### src/rtl/mem_loader_pkg.sv
// Shared types and constants for the boot loader block.
package mem_loader_pkg;

  typedef enum logic [1:0] {
    IDLE,
    LOAD,
    RELEASE,
    RUN
  } loader_state_t;

  // Byte stride between consecutive 32-bit words in memory.
  localparam int WORD_BYTES = 4;

endpackage

### src/rtl/mem_port_mux.sv
// Memory port selector: the loader owns the port until the processor is
// released, after which processor traffic passes straight through.
module mem_port_mux (
  input  logic        sel_cpu,
  input  logic [31:0] ld_adr,
  input  logic [31:0] ld_writedata,
  input  logic        ld_memwrite,
  input  logic [31:0] cpu_adr,
  input  logic [31:0] cpu_writedata,
  input  logic        cpu_memwrite,
  output logic [31:0] mem_adr,
  output logic [31:0] mem_writedata,
  output logic        mem_memwrite
);

  // Pure combinational select, zero latency in either direction.
  assign mem_adr       = sel_cpu ? cpu_adr       : ld_adr;
  assign mem_writedata = sel_cpu ? cpu_writedata : ld_writedata;
  assign mem_memwrite  = sel_cpu ? cpu_memwrite  : ld_memwrite;

endmodule

### src/rtl/mem_loader.sv
// Boot loader: holds the processor in reset, streams WORDS program words
// into memory from a valid/ready source, then releases the processor and
// hands the memory port over to it.
module mem_loader
  import mem_loader_pkg::*;
#(
  parameter int          WORDS    = 64,
  parameter logic [31:0] BASE_ADR = 32'h0,
  parameter int          CNT_W    = 16
) (
  input  logic        clk,
  input  logic        reset,
  input  logic        load_start,
  input  logic        in_valid,
  input  logic [31:0] in_data,
  output logic        in_ready,
  input  logic [31:0] cpu_adr,
  input  logic [31:0] cpu_writedata,
  input  logic        cpu_memwrite,
  output logic [31:0] mem_adr,
  output logic [31:0] mem_writedata,
  output logic        mem_memwrite,
  output logic        cpu_reset,
  output logic        busy,
  output logic        done,
  output logic [31:0] checksum
);

  localparam logic [CNT_W-1:0] LAST_IDX = CNT_W'(WORDS - 1);

  loader_state_t    state;
  logic [CNT_W-1:0] count;
  logic             cpu_reset_q;
  logic             busy_q;
  logic             done_q;

  logic             accept;
  logic [31:0]      ld_adr;
  logic [31:0]      ld_writedata;
  logic             sel_cpu;

  // Handshake: load_start takes priority over any word in the same cycle.
  // Gating with reset keeps a reset cycle from writing a stray word.
  assign in_ready = (state == LOAD) && !load_start && reset;
  assign accept   = in_ready && in_valid;

  // Loader side of the memory port; outside LOAD it is parked at zero.
  assign ld_adr       = (state == LOAD) ? BASE_ADR + 32'(count) * 32'(WORD_BYTES) : '0;
  assign ld_writedata = accept ? in_data : '0;

  // Processor owns the port in RUN unless a restart is being requested.
  assign sel_cpu = (state == RUN) && !load_start;

  // A restart must reach the processor in the same cycle it is requested.
  assign cpu_reset = cpu_reset_q || load_start;
  assign busy      = busy_q;
  assign done      = done_q;

  mem_port_mux u_mux (
    .sel_cpu       (sel_cpu),
    .ld_adr        (ld_adr),
    .ld_writedata  (ld_writedata),
    .ld_memwrite   (accept),
    .cpu_adr       (cpu_adr),
    .cpu_writedata (cpu_writedata),
    .cpu_memwrite  (cpu_memwrite),
    .mem_adr       (mem_adr),
    .mem_writedata (mem_writedata),
    .mem_memwrite  (mem_memwrite)
  );

  // Loader FSM with word counter, running checksum and registered status.
  // NOTE: every register here uses <= so all updates see pre-edge values;
  // reset is synchronous, so it is only tested inside the clocked block.
  always_ff @(posedge clk) begin
    if (!reset) begin
      state       <= IDLE;
      count       <= '0;
      checksum    <= '0;
      cpu_reset_q <= 1'b1;
      busy_q      <= 1'b0;
      done_q      <= 1'b0;
    end else if (load_start) begin
      state       <= LOAD;
      count       <= '0;
      checksum    <= '0;
      cpu_reset_q <= 1'b1;
      busy_q      <= 1'b1;
      done_q      <= 1'b0;
    end else begin
      case (state)
        IDLE: ;
        LOAD: begin
          if (accept) begin
            checksum <= checksum + in_data;
            if (count == LAST_IDX) begin
              state <= RELEASE;
              count <= '0;
            end else begin
              count <= count + CNT_W'(1);
            end
          end
        end
        RELEASE: begin
          state       <= RUN;
          cpu_reset_q <= 1'b0;
          busy_q      <= 1'b0;
          done_q      <= 1'b1;
        end
        RUN: ;
        default: state <= IDLE;
      endcase
    end
  end

endmodule

### config.mk
export PLATFORM = sky130hd
export DESIGN_NAME = mem_loader
export DESIGN_NICKNAME = d
export VERILOG_FILES = /design/src/rtl/mem_loader_pkg.sv /design/src/rtl/mem_port_mux.sv /design/src/rtl/mem_loader.sv
export SDC_FILE = /design/constraint.sdc
export NUM_CORES = 1
export LEC_CHECK = 0
export CAP_MARGIN = 25
export CORE_ASPECT_RATIO = 0.75
export CORE_MARGIN = 2
export CORE_UTILIZATION = 35
export CTS_CLUSTER_SIZE = 8
export DETAILED_ROUTE_END_ITERATION = 8
export GPL_TIMING_DRIVEN = 1
export HOLD_SLACK_MARGIN = 0.08
export PLACE_DENSITY = 0.71
export SKIP_LAST_GASP = 1
export SLEW_MARGIN = 20
export SYNTH_ARGS = -nofsm -noshare
export SYNTH_HDL_FRONTEND = slang
export SYNTH_SLANG_ARGS = --single-unit
### constraint.sdc
create_clock -name clk -period 7 [get_ports clk]
set_input_delay 0.7 -clock clk [delete_from_list [all_inputs] [get_ports clk]]
set_output_delay 0.7 -clock clk [all_outputs]
set_load 0.05 [all_outputs]
==> results.py, run 1 <==
metrics = {
    "sta": {
        "relSlewSlack": 0.392,
        "worstMarginPinSlew_ns": 0.912,
        "hold_viol_final": 0,
        "fin_ws_ns": 2.40,
        "period_needed_ns": 4.60,
        "maxSlewViolCount": 0,
        "fin_tns_setup_ns": 0,
        "grt_setup_unrepaired": "no",
        "setup_viol": 0,
        "fin_skew_ns": 0.00584,
        "fin_crit_sh": 0.657,
        "fmax_ghz": 0.217,
    },
    "status": {
        "status": "finished clean",
    },
    "detailed_routing": {
        "wire_per_inst_um": 15.6,
        "dr.pass1.iters": 5,
        "ant_nets": 0,
        "viasPerCell": 5.31,
        "drc_errors": 0,
        "routed_wl_mm": 13.8,
        "drtIter0Drc": 202,
        "vias": 4687,
    },
    "yosys": {
        "syn-num-nets": 683,
        "synth_area_leaders": "dfxtp_1, a22o_1, ha_1",
        "synth-seq-area-share": 0.253,
        "synth_most_common_cell": "dfxtp_1",
        "synth_top_area_frac": 0.253,
        "yosys.area.top_type": "dfxtp_1",
        "yosys_warnings": 0,
        "syn_area_per_cell_um2": 7.65,
        "async_flop_share": 0,
        "synthTopCellsByCount": "dfxtp_1, nand2_1, a22o_1",
        "ys_seq_elements": 53,
        "synth_ff_type": "dfxtp_1",
        "synthCells": 549,
        "syn-cell-area_um2": 4200,
        "yosysUniqueCellTypes": 52,
        "synth_edf_count": 0,
    },
    "setup_path": {
        "cp-start-kind": "input pin",
        "worstReg2RegStart": "checksum[0]$_SDFFE_PP0P_",
        "cp.required_ns": 6.30,
        "worstRegToRegCells": 9,
        "critPathKind": "input pin to primary output",
        "path_max_fanout": 44,
        "end_kind": "primary output",
        "crit_arrival_ns": 3.90,
        "r2r_slack_ns": 4.20,
        "r2r-end": "checksum[28]$_SDFFE_PP0P_",
        "crit_start": "load_start",
    },
    "cells_and_area": {
        "area_growth_pct": 52.7,
        "multi_input_area_um2": 2920,
        "stdcell_count": 883,
        "num-fill-cells": 1094,
        "seq_area_um2": 1060,
        "antenna_cells": 0,
        "layout.nets": 854,
        "drive_gt1_frac": 0.0319,
    },
    "global_route": {
        "grt_pass1_vias": 4405,
        "antenna_found_initial": 0,
        "use_met2": 0.342,
        "grt-busiest-layer": "met2",
        "use_met3": 0.0445,
        "grt-ovfl-total": 0,
        "grt_max_degree": 67,
        "grt_pass1_wl_mm": 21.6,
        "use_met1": 0.276,
        "grt_usage": 0.207,
    },
    "min_path": {
        "min_from": "cpu_reset_q$_SDFFE_PP1P_",
        "hold_depth": 2,
        "min_path_type": "flip-flop to flip-flop",
        "min_to": "cpu_reset_q$_SDFFE_PP1P_",
    },
    "floorplan": {
        "coreArea_um2": 11700,
        "ioPinCount": 202,
        "fp.dieW_um": 131,
        "rows": 34,
        "die-area_um2": 12900,
        "die_h_um": 98.9,
        "start_util": 0.360,
    },
    "clock_tree": {
        "cts-root-buf": "clkbuf_16",
        "cts_tree": "yes",
        "cts_buffers": 5,
        "post_cts_buffers": 0,
        "cts_sinks": 53,
        "cts_max_level": 2,
        "clock_latency_ns": 0.29,
        "clock_path_buffers": 2,
        "clkTransAtPathRegs_ns": 0.07,
        "cts_resized": 0,
        "postCtsHoldBufs": 0,
    },
    "placed_design": {
        "gp_congestion": 0.906,
        "place_hpwl_mm": 10.8,
        "dp_cells": 875,
        "pre_cts_slack_ns": 2.42,
        "portBuffers": 201,
    },
    "flow_run": {
        "maxCapViolations": 0,
    },
    "pwr": {
        "irDropWorstVdd_v": 0.0000987,
        "p_leak_uw": 0.00245,
        "p_per_area_nw_per_um2": 117,
        "total_power_uw": 752,
    },
}
[power by group]
part	leakage, uW	switching [uW]	total (uW)	internal (uW)
combinational	0.00196	102	199	96.4
clock	0.0000641	110	243	133
sequential	0.000429	4.14	311	307
[registers in the layout, indices dropped and copies added (netlist names)]
name and flops:
state 2, cpu_reset_q 1, checksum 32, count 16
done 1, busy 1
[area by class of cell]
| class | instances | area share |
|---|---|---|
| inverter | 13 | 0.00761 |
| multi-input combinational | 442 | 0.455 |
| clock inverter | 1 | 0.00117 |
| tap | 162 | 0.0316 |
| clock buffer | 7 | 0.0207 |
| timing repair buffer | 205 | 0.318 |
| sequential | 53 | 0.165 |
[routing by layer]
metal  part of all wire  routed length (um)
met1               0.46                6390
met2               0.46                6300
met3              0.067                 926
met4              0.012                 165
met5                  0                   0
[logic make-up (layout without fill, tap and decap cells)]
family	after synthesis	in the layout	synth area share
xor+xnor	42	42	0.0876
fa+ha+maj	33	33	0.100
simple gates	193	193	0.230
buf+inv	54	226	0.0554
flops	53	53	0.253
compound gates	173	173	0.272
mux	1	1	0.00238
[placed cells by master, fill, tap and decap left out, drive strengths merged, types with 18 or more instances in the layout]
cell           Yosys  layout
ha                32      32
clkdlybuf4s50      0     201
xor2              18      18
nand2             50      50
a21oi             39      39
o21ai             48      48
xnor2             24      24
nor2              41      41
nand3             39      39
and2              18      18
dfxtp             53      53
a22o              48      48
[per-stage QoR]
step                 util  hold slack (ns)  cell area (um^2)
floorplan               -            0.415              4200
global placement    0.538            0.434              6270
detailed placement  0.538            0.430              6270
CTS                 0.550            0.441              6410
global route        0.550            0.482              6410
finish              0.550            0.439              6410
[worst max path at each step]
stage          slack, ns                end  cells after the start
2_1_floorplan       4.20   mem_writedata[0]                      6
3_3_place_gp        2.52  mem_writedata[21]                      5
3_5_place_dp        2.42   mem_writedata[9]                      5
4_1_cts             2.42  mem_writedata[21]                      5
5_1_grt             2.24  mem_writedata[28]                      5
6_report            2.40  mem_writedata[21]                      5
[worst max-delay path, stage by stage]
cell and delay, ns:
clkdlybuf4s50_1 0.55, nor2b_2 0.65, and3_2 0.92, a22o_1 0.24, clkdlybuf4s50_1 0.81
Note: power is estimated with default switching activity, not from simulation.
==> run 2: changes to the inputs <==
--- a/config.mk
+++ b/config.mk
@@ -13,7 +13,7 @@
 export DETAILED_ROUTE_END_ITERATION = 8
 export GPL_TIMING_DRIVEN = 1
 export HOLD_SLACK_MARGIN = 0.08
-export PLACE_DENSITY = 0.71
+export PLACE_DENSITY = 0.73
 export SKIP_LAST_GASP = 1
 export SLEW_MARGIN = 20
 export SYNTH_ARGS = -nofsm -noshare
==> constraint.sdc (replaced) <==
create_clock -name clk -period 4.01 [get_ports clk]
set_input_delay 0.401 -clock clk [delete_from_list [all_inputs] [get_ports clk]]
set_output_delay 0.401 -clock clk [all_outputs]
set_load 0.05 [all_outputs]
==> run 2 against run 1 <==
Compared with the run above: worst hold slack improved by 0.019 ns; die area is the same; highest routed layer unchanged; cell count up 0.34%; via count is 0.26% lower; register-to-register slack worse by 2.8 ns; largest power group unchanged.
==> results.py, run 2 (synthesized netlist as in run 1, its figures left out) <==
metrics = {
    "status": {
        "status": "finished clean",
    },
    "placed_design": {
        "dp_cells": 878,
        "placed_area_um2": 6220,
        "gp_congestion": 0.897,
        "portBuffers": 201,
        "place_hpwl_mm": 11.1,
    },
    "cells_and_area": {
        "multi_input_area_um2": 2920,
        "largest_register_ffs": 32,
        "stdcell_count": 886,
        "largest_registers": "checksum (32), count (16), state (2)",
        "fin_area_um2": 6370,
        "seq_area_um2": 1060,
        "area_growth_pct": 51.5,
        "antenna_cells": 0,
        "final_common_cell": "clkdlybuf4s50_1",
        "layout.nets": 857,
        "num-fill-cells": 1129,
        "max_flop_register": "checksum",
        "layout_common_cells": "clkdlybuf4s50_1, dfxtp_1, nand2_1",
        "drive_gt1_frac": 0.0829,
    },
    "detailed_routing": {
        "routed_wl_mm": 14.1,
        "dr.pass1.iters": 4,
        "drtIter0Drc": 255,
        "wire_per_inst_um": 16.0,
        "drc_errors": 0,
        "vias": 4675,
        "viasPerCell": 5.28,
        "ant_nets": 0,
    },
    "clock_tree": {
        "clock_latency_ns": 0.30,
        "clock_path_buffers": 2,
        "post_cts_buffers": 0,
        "cts_sinks": 53,
        "cts_tree": "yes",
        "clkTransAtPathRegs_ns": 0.08,
        "postCtsHoldBufs": 0,
        "cts_resized": 0,
        "cts_buffers": 5,
        "cts_max_level": 2,
        "cts-root-buf": "clkbuf_16",
    },
    "sta": {
        "fmax_ghz": 0.313,
        "maxSlewViolCount": 0,
        "fin_crit_sh": 0.796,
        "setup_viol": 0,
        "fin_tns_setup_ns": 0,
        "relSlewSlack": 0.390,
        "period_needed_ns": 3.19,
        "hold_viol_final": 0,
        "whs_ns": 0.458,
        "grt_setup_unrepaired": "no",
        "fin_skew_ns": 0.00837,
        "worstMarginPinSlew_ns": 0.913,
    },
    "global_route": {
        "grt-ovfl-total": 0,
        "grt_pass1_vias": 4362,
        "grt_max_degree": 46,
        "antenna_found_initial": 0,
        "grt_usage": 0.209,
        "grt_pass1_wl_mm": 21.7,
    },
    "pwr": {
        "irDropWorstVdd_v": 0.000147,
        "p_per_area_nw_per_um2": 211,
        "p_leak_uw": 0.00254,
    },
    "floorplan": {
        "fp.dieW_um": 131,
        "rows": 34,
        "die-area_um2": 12900,
        "coreArea_um2": 11700,
        "ioPinCount": 202,
        "die_h_um": 98.9,
        "start_util": 0.360,
    },
    "setup_path": {
        "cp.required_ns": 3.61,
        "worstReg2RegStart": "checksum[0]$_SDFFE_PP0P_",
        "end_kind": "primary output",
        "r2r-end": "checksum[30]$_SDFFE_PP0P_",
        "worstRegToRegCells": 10,
        "endpoint": "mem_adr[10]",
        "crit_slowest_cell": "clkdlybuf4s50_1",
        "path_cells": "clkdlybuf4s50_1 > nor2_4 > a22o_1 > clkdlybuf4s50_1",
        "critPathKind": "input pin to primary output",
        "crit_top_cell": "clkdlybuf4s50_1",
        "r2r_slack_ns": 1.40,
        "path_max_fanout": 45,
        "cp-start-kind": "input pin",
        "critPathMaxStageDelay_ns": 0.80,
        "crit_arrival_ns": 2.79,
        "crit_start": "load_start",
    },
    "flow_run": {
        "maxCapViolations": 0,
    },
    "min_path": {
        "min_path_type": "flip-flop to flip-flop",
    },
}
run 2: worst max-delay path, delay by kind of cell:
kind	cells	cell delay, ns
buffers and inverters	2	1.33
AO/OA/AOI/OAI	1	0.28
AND/OR/NAND/NOR	1	0.77
run 2: area by class of cell:
| cell class | count | area share |
|---|---|---|
| clock buffers | 5 | 0.0197 |
| flip-flops and latches | 53 | 0.167 |
| well taps | 162 | 0.0318 |
| multi-input cells | 442 | 0.458 |
| repair buffers | 208 | 0.312 |
| clock inverters | 3 | 0.00413 |
| inverters | 13 | 0.00766 |
run 2: per-stage QoR:
step / setup WS, ns / power (uW) / util
after floorplan: 1.43 / 736 / -
after global placement: 0.856 / 898 / 0.533
after detailed placement: 0.800 / 901 / 0.533
after CTS: 0.792 / 1350 / 0.546
after global routing: 0.653 / 1400 / 0.546
final: 0.817 / 1340 / 0.546
run 2: per-layer routing:
metal	track usage	vias to the layer above	wire length, um
li1	-	2348	-
met2	0.335	157	6200
met1	0.295	2160	6790
met5	0	-	0
met3	0.0413	10	1010
met4	0.0368	0	129
run 2: worst min-delay path by stage:
stage,from,to,slack [ns],depth (start not counted)
2_1_floorplan,cpu_reset_q$_SDFFE_PP1P_,cpu_reset_q$_SDFFE_PP1P_,0.42,2
4_1_cts,done$_SDFFE_PP0P_,done$_SDFFE_PP0P_,0.46,2
3_3_place_gp,cpu_reset_q$_SDFFE_PP1P_,cpu_reset_q$_SDFFE_PP1P_,0.43,2
5_1_grt,done$_SDFFE_PP0P_,done$_SDFFE_PP0P_,0.50,2
6_report,done$_SDFFE_PP0P_,done$_SDFFE_PP0P_,0.46,2
3_5_place_dp,done$_SDFFE_PP0P_,done$_SDFFE_PP0P_,0.45,2
run 2: power by group:
part           total, uW  internal, uW  leakage, uW  switching, uW
Combinational        348           167      0.00204            180
Sequential           543           535     0.000429           7.84
Clock                452           237    0.0000744            215
Total               1340           939      0.00254            404
